File: config.mk
export PLATFORM = sky130hd
export DESIGN_NAME = hack_boot_loader
export DESIGN_NICKNAME = d
export VERILOG_FILES = /design/src/rtl/hack_boot_loader_pkg.sv /design/src/rtl/hack_uart_rx_byte.sv /design/src/rtl/hack_boot_loader.sv
export SDC_FILE = /design/constraint.sdc
export NUM_CORES = 1
export LEC_CHECK = 0
export CAP_MARGIN = 20
export CORE_MARGIN = 4
export CORE_UTILIZATION = 45
export CTS_BUF_LIST = sky130_fd_sc_hd__clkbuf_4 sky130_fd_sc_hd__clkbuf_8 sky130_fd_sc_hd__clkbuf_16
export DETAILED_ROUTE_END_ITERATION = 10
export GPL_ROUTABILITY_DRIVEN = 1
export PLACE_DENSITY = 0.74
export SYNTH_ARGS = -nofsm -noshare
export SYNTH_HDL_FRONTEND = slang
export SYNTH_SLANG_ARGS = --single-unit
File: constraint.sdc
create_clock -name CLK_100MHz -period 4.55 [get_ports CLK_100MHz]
set_clock_uncertainty 0.2 [all_clocks]
set_input_delay 0.6825 -clock CLK_100MHz [delete_from_list [all_inputs] [get_ports CLK_100MHz]]
set_output_delay 0.6825 -clock CLK_100MHz [all_outputs]
set_load 0.05 [all_outputs]
File: src/rtl/hack_boot_loader_pkg.sv
// Shared types and constants for the Hack UART program loader.
// BOOT_CHECKSUM_EN adds the CHECK state for the trailing XOR byte.
package hack_boot_loader_pkg;

  localparam logic [7:0]  MAGIC_BYTE = 8'h48;
  localparam int unsigned LEN_W      = 16;

  typedef enum logic [2:0] {
    WAIT_MAGIC,
    LEN_HI,
    LEN_LO,
    DATA_HI,
    DATA_LO,
`ifdef BOOT_CHECKSUM_EN
    CHECK,
`endif
    DONE,
    ERR
  } boot_state_t;

  typedef enum logic [1:0] {
    RX_IDLE,
    RX_START,
    RX_DATA,
    RX_STOP
  } rx_state_t;

endpackage

File: src/rtl/hack_uart_rx_byte.sv
// 8N1 UART byte receiver: 2-FF synchronizer, mid-bit sampling, one-cycle
// byte_valid on a good stop bit or frame_err on a bad one.
module hack_uart_rx_byte
  import hack_boot_loader_pkg::*;
#(
  parameter int unsigned CLKS_PER_BIT = 868
) (
  input  logic       clk,
  input  logic       rst,
  input  logic       rx,
  output logic [7:0] byte_data,
  output logic       byte_valid,
  output logic       frame_err
);

  localparam int unsigned CW = (CLKS_PER_BIT > 2) ? $clog2(CLKS_PER_BIT) : 1;
  localparam logic [CW-1:0] HALF_LAST = CW'(CLKS_PER_BIT / 2 - 1);
  localparam logic [CW-1:0] BIT_LAST  = CW'(CLKS_PER_BIT - 1);

  logic          sync1_q, sync2_q, prev_q;
  rx_state_t     st_q, st_d;
  logic [CW-1:0] cnt_q, cnt_d;
  logic [2:0]    bit_q, bit_d;
  logic [7:0]    sh_q, sh_d;
  logic          valid_q, valid_d;
  logic          ferr_q, ferr_d;

  always_comb begin
    st_d    = st_q;
    cnt_d   = cnt_q + 1'b1;
    bit_d   = bit_q;
    sh_d    = sh_q;
    valid_d = 1'b0;
    ferr_d  = 1'b0;
    unique case (st_q)
      RX_IDLE: begin
        cnt_d = '0;
        if (prev_q && !sync2_q) st_d = RX_START;
      end
      RX_START: begin
        if (cnt_q == HALF_LAST) begin
          cnt_d = '0;
          bit_d = '0;
          st_d  = sync2_q ? RX_IDLE : RX_DATA;
        end
      end
      RX_DATA: begin
        if (cnt_q == BIT_LAST) begin
          cnt_d = '0;
          sh_d  = {sync2_q, sh_q[7:1]};
          bit_d = bit_q + 3'd1;
          if (bit_q == 3'd7) st_d = RX_STOP;
        end
      end
      RX_STOP: begin
        if (cnt_q == BIT_LAST) begin
          cnt_d   = '0;
          st_d    = RX_IDLE;
          valid_d = sync2_q;
          ferr_d  = !sync2_q;
        end
      end
      default: st_d = RX_IDLE;
    endcase
  end

  always_ff @(posedge clk or posedge rst) begin
    if (rst) begin
      sync1_q <= 1'b1;
      sync2_q <= 1'b1;
      prev_q  <= 1'b1;
      st_q    <= RX_IDLE;
      cnt_q   <= '0;
      bit_q   <= '0;
      sh_q    <= '0;
      valid_q <= 1'b0;
      ferr_q  <= 1'b0;
    end else begin
      sync1_q <= rx;
      sync2_q <= sync1_q;
      prev_q  <= sync2_q;
      st_q    <= st_d;
      cnt_q   <= cnt_d;
      bit_q   <= bit_d;
      sh_q    <= sh_d;
      valid_q <= valid_d;
      ferr_q  <= ferr_d;
    end
  end

  assign byte_data  = sh_q;
  assign byte_valid = valid_q;
  assign frame_err  = ferr_q;

endmodule

File: src/rtl/hack_boot_loader.sv
// Framed UART program loader writing words into the Hack instruction ROM
// and holding the CPU in reset while loading. Option: BOOT_CHECKSUM_EN.
module hack_boot_loader
  import hack_boot_loader_pkg::*;
#(
  parameter int unsigned CLKS_PER_BIT = 868,
  parameter int unsigned ROM_DEPTH    = 32768,
  parameter int unsigned TIMEOUT_CLKS = 10_000_000
) (
  input  logic        CLK_100MHz,
  input  logic        RESET,
  input  logic        BOOT_RX,
  output logic        ROM_WE,
  output logic [15:0] ROM_ADDR,
  output logic [15:0] ROM_DATA,
  output logic        CPU_HOLD,
  output logic        LOADED,
  output logic        ERROR
);

`ifdef BOOT_CHECKSUM_EN
  localparam boot_state_t LAST_STATE = CHECK;
`else
  localparam boot_state_t LAST_STATE = DONE;
`endif

  logic [7:0] byte_data;
  logic       byte_valid;
  logic       frame_err;

  hack_uart_rx_byte #(.CLKS_PER_BIT(CLKS_PER_BIT)) u_rx (
    .clk        (CLK_100MHz),
    .rst        (RESET),
    .rx         (BOOT_RX),
    .byte_data  (byte_data),
    .byte_valid (byte_valid),
    .frame_err  (frame_err)
  );

  boot_state_t      state_q, state_d;
  logic [15:0]      addr_q, addr_d;
  logic [15:0]      data_q, data_d;
  logic             we_q, we_d;
  logic             hold_q, hold_d;
  logic             loaded_q, loaded_d;
  logic             error_q, error_d;
  logic [7:0]       hi_q, hi_d;
  logic [LEN_W-1:0] rem_q, rem_d;
  logic [31:0]      tmo_q, tmo_d;
`ifdef BOOT_CHECKSUM_EN
  logic [7:0]       csum_q, csum_d;
`endif

  logic [LEN_W-1:0] len_w;
  logic             in_frame;
  logic             go_err;

  always_comb begin
    state_d  = state_q;
    addr_d   = addr_q;
    data_d   = data_q;
    we_d     = 1'b0;
    hold_d   = hold_q;
    loaded_d = loaded_q;
    error_d  = error_q;
    hi_d     = hi_q;
    rem_d    = rem_q;
    go_err   = 1'b0;
    len_w    = {hi_q, byte_data};
    in_frame = (state_q != WAIT_MAGIC) && (state_q != DONE) && (state_q != ERR);

    // tmo_q counts clocks since the last byte_valid, so ERROR lands exactly
    // TIMEOUT_CLKS cycles after it
    if (byte_valid)    tmo_d = 32'd1;
    else if (in_frame) tmo_d = tmo_q + 32'd1;
    else               tmo_d = '0;

    if (we_q) addr_d = addr_q + 16'd1;

    if (state_q == DONE) begin
      loaded_d = 1'b1;
      hold_d   = 1'b0;
    end

    case (state_q)
      WAIT_MAGIC, DONE, ERR: begin
        if (byte_valid && byte_data == MAGIC_BYTE) begin
          state_d  = LEN_HI;
          loaded_d = 1'b0;
          error_d  = 1'b0;
          hold_d   = 1'b1;
          addr_d   = '0;
        end
      end
      LEN_HI: begin
        if (byte_valid) begin
          hi_d    = byte_data;
          state_d = LEN_LO;
        end
      end
      LEN_LO: begin
        if (byte_valid) begin
          rem_d = len_w;
          if (len_w == '0)                     state_d = LAST_STATE;
          else if (32'(len_w) > ROM_DEPTH)     go_err  = 1'b1;
          else                                 state_d = DATA_HI;
        end
      end
      DATA_HI: begin
        if (byte_valid) begin
          hi_d    = byte_data;
          state_d = DATA_LO;
        end
      end
      DATA_LO: begin
        if (byte_valid) begin
          we_d    = 1'b1;
          data_d  = {hi_q, byte_data};
          rem_d   = rem_q - 16'd1;
          state_d = (rem_q == 16'd1) ? LAST_STATE : DATA_HI;
        end
      end
`ifdef BOOT_CHECKSUM_EN
      CHECK: begin
        if (byte_valid) begin
          if (byte_data == csum_q) state_d = DONE;
          else                     go_err  = 1'b1;
        end
      end
`endif
      default: ;
    endcase

`ifdef BOOT_CHECKSUM_EN
    csum_d = csum_q;
    if (byte_valid && state_q == LEN_HI) csum_d = byte_data;
    else if (byte_valid && (state_q == LEN_LO || state_q == DATA_HI || state_q == DATA_LO))
      csum_d = csum_q ^ byte_data;
`endif

    if (in_frame && frame_err) go_err = 1'b1;
    if (in_frame && !byte_valid && tmo_q == TIMEOUT_CLKS - 1) go_err = 1'b1;

    if (go_err) begin
      state_d = ERR;
      error_d = 1'b1;
      hold_d  = 1'b1;
      we_d    = 1'b0;
    end
  end

  always_ff @(posedge CLK_100MHz or posedge RESET) begin
    if (RESET) begin
      state_q  <= WAIT_MAGIC;
      addr_q   <= '0;
      data_q   <= '0;
      we_q     <= 1'b0;
      hold_q   <= 1'b0;
      loaded_q <= 1'b0;
      error_q  <= 1'b0;
      hi_q     <= '0;
      rem_q    <= '0;
      tmo_q    <= '0;
`ifdef BOOT_CHECKSUM_EN
      csum_q   <= '0;
`endif
    end else begin
      state_q  <= state_d;
      addr_q   <= addr_d;
      data_q   <= data_d;
      we_q     <= we_d;
      hold_q   <= hold_d;
      loaded_q <= loaded_d;
      error_q  <= error_d;
      hi_q     <= hi_d;
      rem_q    <= rem_d;
      tmo_q    <= tmo_d;
`ifdef BOOT_CHECKSUM_EN
      csum_q   <= csum_d;
`endif
    end
  end

  assign ROM_WE   = we_q;
  assign ROM_ADDR = addr_q;
  assign ROM_DATA = data_q;
  assign CPU_HOLD = hold_q;
  assign LOADED   = loaded_q;
  assign ERROR    = error_q;

endmodule

==> summary.md, run 1 <==
| Metric | Value |
|---|---|
| Clk slew on worst S/H paths | 0.06 ns |
| Total Nets Final | 645 |
| Total wire length | roughly 13 mm |
| Worst setup EP type | flop |
| Top-area cell type share of the netlist area | 0.493 |
| Clock tree buffer depth | 2 |
| Startpoint class of the critical path | flop |
| DRC violations left | 0 |
| Slew HR | 0.425 |
| Vias | about 4700 |
| H-tree Lvls | 4 |
| Final Max Slew Viols | 0 |
| RSZ-0062 raised after global routing | false |
| Initial DRC count | roughly 430 |
| Cell Rows | 42 |
| PortBufs | 38 |
| Hold Fails Final Rpt | 0 |
| Die Ht | between 100 and 150 um |
| Non-filler cells in the finished layout | 819 |
| Share of synthesized registers carrying an async set or reset | 1.00 |
| First-pass GRT wire length | 22.8 mm |
| Antenna fix cells | 0 |
| Initial core utilization | 0.460 |
| Most frequent cells in the layout | dfrtp_1 (120), nor2_1 (74), clkdlybuf4s50_1 (38), mux2_2 (33), nand2_1 (32) |
| Fraction of layout cells with a size suffix above 1 | 0.142 |
| Hold Path Class | reg2reg |
| Antenna violations before repair | 0 |
| Outcome | complete, no violations |
| Die area | between 15000 and 20000 um2 |
| Critical path arrival | ~2.9 ns |
| Final period utilization | 0.600 |
| Mapped Avg Cell Area | slightly above 10 um2 |
| Setup CP Type | reg2reg |
| Pwr dens | between 300 and 400 nW/um2 |
| Horiz. Die Dim | between 100 and 150 um |
| Number of synthesized flops with an enable pin | 0 |
| Syn Nets | about 600 |
| Final setup TNS | 0 ns |
| Vias in the first global route | roughly 4600 |
| Setup ws final | roughly 1.8 ns |
| Fmax | around 370 MHz |
| Worst-path maximum fanout | 32 |
| Data required time at the worst endpoint | ~4.7 ns |
| Pin count of the biggest net entering global routing | approximately 70 |
| Tot GR Track Use | 0.178 |
| Clock Latency Late Sink | 0.42 ns |
| Synth warnings | 0 |
| LEAKAGE | 3.25 nW |
| Ranking of synthesized cells by area | dfrtp_1 (49%), mux2_2 (6.1%), nor2_1 (4.6%), xor2_1 (3.9%), xnor2_1 (2.6%) |
| Core area | between 10000 and 15000 um2 |
| GRT overflow | 0 |
| Minimum clock period | between 2 and 3 ns |
| Commonest non-fill, non-tap cell in the layout | dfrtp_1 |
| CTS tree | built |
| Sequential area share after synthesis | 0.506 |
| Io pins | 39 |
| ANT nets after route | 0 |
| Max Cap Violations | 0 |
| Total CTS buffers | 17 |
| Top FF cell, synth | dfrtp_1 |
| First-pass iteration count of the detailed router | 5 |
| Dpl hpwl | 8.68 mm |
| Total power | about 2.9 mW |
| DR vias/cell | ~5.7 |
| Final setup fails | 0 |
| Seq cells post-synth | 123 |
| Avg WL per Cell | approximately 16 um |
| RePlAce Congestion | ~0.89 |
| Post_cts resized | 0 |
| Layout Utilization | 0.554 |
| Buffer count from post-CTS setup fixing | 0 |
| Number of clock sinks | about 120 |
| Setup WS pre-CTS | ~1.8 ns |
| Mapped Cells | about 590 |
| Synth cell types | between 60 and 70 |
| Post-placement cell count | around 790 |
| Area leader, netlist | dfrtp_1 |
| Area Overhead vs Synth | 20.6% |
| Post-cts hold buffer count | 0 |
| Clk root buf | clkbuf_16 |
| Post-Syn Area | about 6100 um2 |
| Worst-Margin Slew | between 0.8 and 0.9 ns |
| Peak supply drop | roughly 270 uV |
[cells by family (layout without fill, tap and decap cells)]
group | Yosys count | count (layout) | share of synthesized area
simple gates | 238 | 238 | 0.214
flops | 123 | 123 | 0.506
compound gates | 95 | 95 | 0.0983
xor+xnor | 45 | 45 | 0.0648
buf+inv | 40 | 94 | 0.0259
mux | 35 | 35 | 0.0644
fa+ha+maj | 13 | 13 | 0.0263
[routing by layer]
layer / GRT usage / vias to the layer above / routed length, um
li1: - / 2196 / -
met1: 0.240 / 2307 / 5950
met2: 0.273 / 155 / 6160
met3: 0.0549 / 19 / 805
met4: 0.0619 / 0 / 163
met5: 0 / - / 0
[through the flow]
step           hold slack [ns]  area, um2
2_1_floorplan            0.145       6090
3_3_place_gp             0.145       6640
3_5_place_dp             0.151       6640
4_1_cts                  0.159       7330
5_1_grt                  0.164       7340
6_report                 0.158       7340
[synthesized netlist by cell type, types with 7 or more instances]
cell type,number
nand3_1,23
a21oi_1,29
nor4_1,13
dfrtp_1,120
nor3_1,12
or3_1,9
and3_1,12
clkbuf_1,14
nand4_1,18
o21ai_0,22
a31oi_1,7
nor2_1,74
xor2_1,27
xnor2_1,18
ha_1,12
inv_1,20
mux2_2,33
nand2_1,32
[flip-flops by register name, indices dropped and copies added, names as in the netlist, 3 cells and up, named ones only]
register / flops
tmo_q: 32
ROM_ADDR: 16
ROM_DATA: 16
rem_q: 16
u_rx.cnt_q: 10
hi_q: 8
u_rx.byte_data: 8
state_q: 3
u_rx.bit_q: 3
[power breakdown]
| group | total, mW | internal, mW | switching [mW] | leakage (nW) |
|---|---|---|---|---|
| logic | 0.175 | 0.0601 | 0.114 | 1.22 |
| clock network | 1.56 | 1.08 | 0.483 | 0.331 |
| registers | 1.14 | 1.11 | 0.0233 | 1.70 |
[worst paths after layout]
path                                 start      endpoint  slack [ns]  depth (start not counted)
max                        u_rx.byte_valid    state_q[2]        1.82                          6
min                           u_rx.sync1_q  u_rx.sync2_q        0.16                          0
max reg2reg                u_rx.byte_valid    state_q[2]        1.82                          6
min reg2reg                   u_rx.sync1_q  u_rx.sync2_q        0.16                          0
max in group asynchronous            RESET   u_rx.prev_q        2.80                          3
min in group asynchronous            RESET     tmo_q[20]        0.53                          2
[final cells by class]
class,instances,area (um2)
clock inverter,10,213
multi-input combinational,426,2850
sequential,123,3080
inverter,20,77.6
tap,176,220
clock buffer,22,475
timing repair buffer,42,427
fill,1140,5900
[critical path, stage by stage, from the launching register on]
cell and delay [ns]:
dfrtp_1 0.56, inv_1 0.43, o211ai_1 0.15, buf_4 0.27, or2_2 0.32, o21ai_0 0.53, nand3b_1 0.19
Note: power is estimated with default switching activity, not from simulation.
==> run 2, diff against run 1 <==
- PLACE_DENSITY: 0.74 -> 0.77
- clock period: 4.55 -> 2.4 ns (I/O delays scaled with it)
==> summary.md, run 2 (synthesized netlist as in run 1, its figures left out) <==
| Metric | Value |
|---|---|
| Area Overhead vs Synth | 22.8% |
| Clock tree buffer depth | 2 (unchanged) |
| Total wire length | 13.0 mm (-0.73%) |
| Clk slew on worst S/H paths | 0.06 ns (about the same) |
| R2r worst-path depth | 5 (-1) |
| Vias | 4778 (+2.2%) |
| Antenna fix cells | 0 (unchanged) |
| Total CTS buffers | 17 (unchanged) |
| Pwr dens | 676 nW/um2 (+73%) |
| Minimum clock period | 2.33 ns (-0.405 ns) |
| Setup CP Type | reg2reg |
| Largest register by flop count | tmo_q |
| Post-route design area | 7470 um2 (+1.8%) |
| CP peak stage delay | 0.42 ns (-0.14 ns) |
| Final period utilization | 0.969 (+0.369) |
| Tot GR Track Use | 0.176 (-0.00177) |
| LEAKAGE | 3.34 nW (+2.6%) |
| Outcome | complete, no violations |
| Flop2flop setup slack | 0.07 ns (-1.74 ns) |
| ANT nets after route | 0 (unchanged) |
| Slowest-stage cell, CP | dfrtp_1 |
| CP top delay family | compound AO/OA/AOI/OAI gates |
| Setup ws final | 0.0738 ns (-1.74 ns) |
| Core area | 13200 um2 (unchanged) |
| RR Endpoint | state_q[1] |
| RR Startpoint | u_rx.byte_data[0] |
| Hold Worst Slack | 0.0754 ns (-0.0831 ns) |
| Peak supply drop | 418 uV (+56%) |
| Critical path arrival | 2.43 ns (-0.45 ns) |
| CTS tree | built |
| Worst-path maximum fanout | 5 (-84%) |
| Die area | 15400 um2 (unchanged) |
| CP bufs+invs | 0 (-2) |
| Total Nets Final | 671 (+4.0%) |
| Hold Fails Final Rpt | 0 (unchanged) |
| GRT overflow | 0 (unchanged) |
| DRC violations left | 0 (unchanged) |
| Number of clock sinks | 123 (unchanged) |
| Post-cts hold buffer count | 0 (unchanged) |
| Pin count of the biggest net entering global routing | 57 (-17%) |
| Slew HR | 0.449 (+0.0239) |
| Final Max Slew Viols | 0 (unchanged) |
| Fraction of layout cells with a size suffix above 1 | 0.179 (+0.0378) |
| Initial core utilization | 0.460 (unchanged) |
| Startpoint class of the critical path | flop |
| Multi-input logic area | 2860 um2 (+0.31%) |
| Final setup fails | 0 (unchanged) |
| Commonest non-fill, non-tap cell in the layout | dfrtp_1 |
| Area after DPL | 6870 um2 (+3.4%) |
| Io pins | 39 (unchanged) |
| Vias in the first global route | 4741 (+2.3%) |
| Clk root buf | clkbuf_16 |
| Horiz. Die Dim | 124 um (unchanged) |
| Final setup TNS | 0 ns (unchanged) |
| First-pass GRT wire length | 22.7 mm (-0.67%) |
| Initial DRC count | 395 (-9.0%) |
| Hold Path Class | in2async |
| Antenna violations before repair | 0 (unchanged) |
| Max Cap Violations | 0 (unchanged) |
| Max reg flops | 32 (unchanged) |
| Setup WS pre-CTS | 0.0529 ns (-1.70 ns) |
| Most frequent cells in the layout | dfrtp_1 (120), nor2_1 (74), clkdlybuf4s50_1 (38), mux2_2 (33), nand2_1 (32) |
| RePlAce Congestion | 0.869 (-2.0%) |
| DR vias/cell | 5.65 (-0.98%) |
| Worst-Margin Slew | 0.821 ns (-0.0404 ns) |
| PortBufs | 38 (unchanged) |
| H-tree Lvls | 4 (unchanged) |
| RSZ-0062 raised after global routing | false |
| Cell Rows | 42 (unchanged) |
| Clock Latency Late Sink | 0.42 ns (about the same) |
| Fillers | 1143 (+0.26%) |
| Die Ht | 124 um (unchanged) |
| Avg WL per Cell | 15.4 um (-3.8%) |
| First-pass iteration count of the detailed router | 5 (unchanged) |
| Dpl hpwl | 8.99 mm (+3.5%) |
| Worst setup EP type | flop |
| Data required time at the worst endpoint | 2.50 ns (-2.20 ns) |
| Fmax | 430 MHz (+17%) |
| Cell Chain, Critical Path | nor4_1 > nand4_1 > o21a_1 > o311a_1 > a211o_1 |
| Register Area | 3080 um2 (unchanged) |
==> run 2: cell types whose count changed in the layout (fill, tap and decap cells not counted), sizes merged <==
cell,delta
bufinv,-4
clkbuf,-4
clkinv,+1
clkinvlp,+1
inv,+6
buf,+26
==> run 2: power by group <==
group,switching (mW),internal (mW)
combinational,0.216,0.115
clock,0.996,1.56
sequential,0.0463,2.11
==> run 2: area by class of cell <==
cell class / count / area share
clock buffers: 18 / 0.0579
clock inverters: 14 / 0.0213
inverters: 20 / 0.0106
multi-input cells: 426 / 0.382
flip-flops and latches: 123 / 0.412
well taps: 176 / 0.0295
repair buffers: 68 / 0.0861
==> run 2: stage by stage <==
stage          utilization  cells  total power [mW]
2_1_floorplan            -    589              2.45
3_3_place_gp         0.519    813              2.50
3_5_place_dp         0.519    813              2.53
4_1_cts              0.563    845              5.08
5_1_grt              0.564    845              5.25
6_report             0.564    845              5.05
==> run 2: worst max path at each step <==
stage | slack [ns] | to | start | cells past startpoint
6_report | 0.07 | state_q[1] | u_rx.byte_data[0] | 5
5_1_grt | 0.01 | state_q[1] | u_rx.byte_data[0] | 5
4_1_cts | 0.04 | rem_q[8] | rem_q[1] | 7
3_5_place_dp | 0.05 | rem_q[8] | rem_q[1] | 7
3_3_place_gp | 0.11 | rem_q[8] | rem_q[1] | 7
2_1_floorplan | 0.06 | rem_q[8] | rem_q[0] | 7
==> run 2: timing repair <==
item | 4_1_cts | 5_1_grt
setup buffers | 0 | 0
gates resized for setup | 0 | 5
hold endpoints to repair | 0 | 0
setup endpoints to repair | 0 | 9
==> run 2: layer usage <==
layer / vias to the layer above / track usage / wire, um
met5: - / 0 / 0
met4: 0 / 0.0729 / 307
met3: 36 / 0.0506 / 639
met2: 129 / 0.263 / 5970
met1: 2361 / 0.241 / 6070
li1: 2252 / - / -
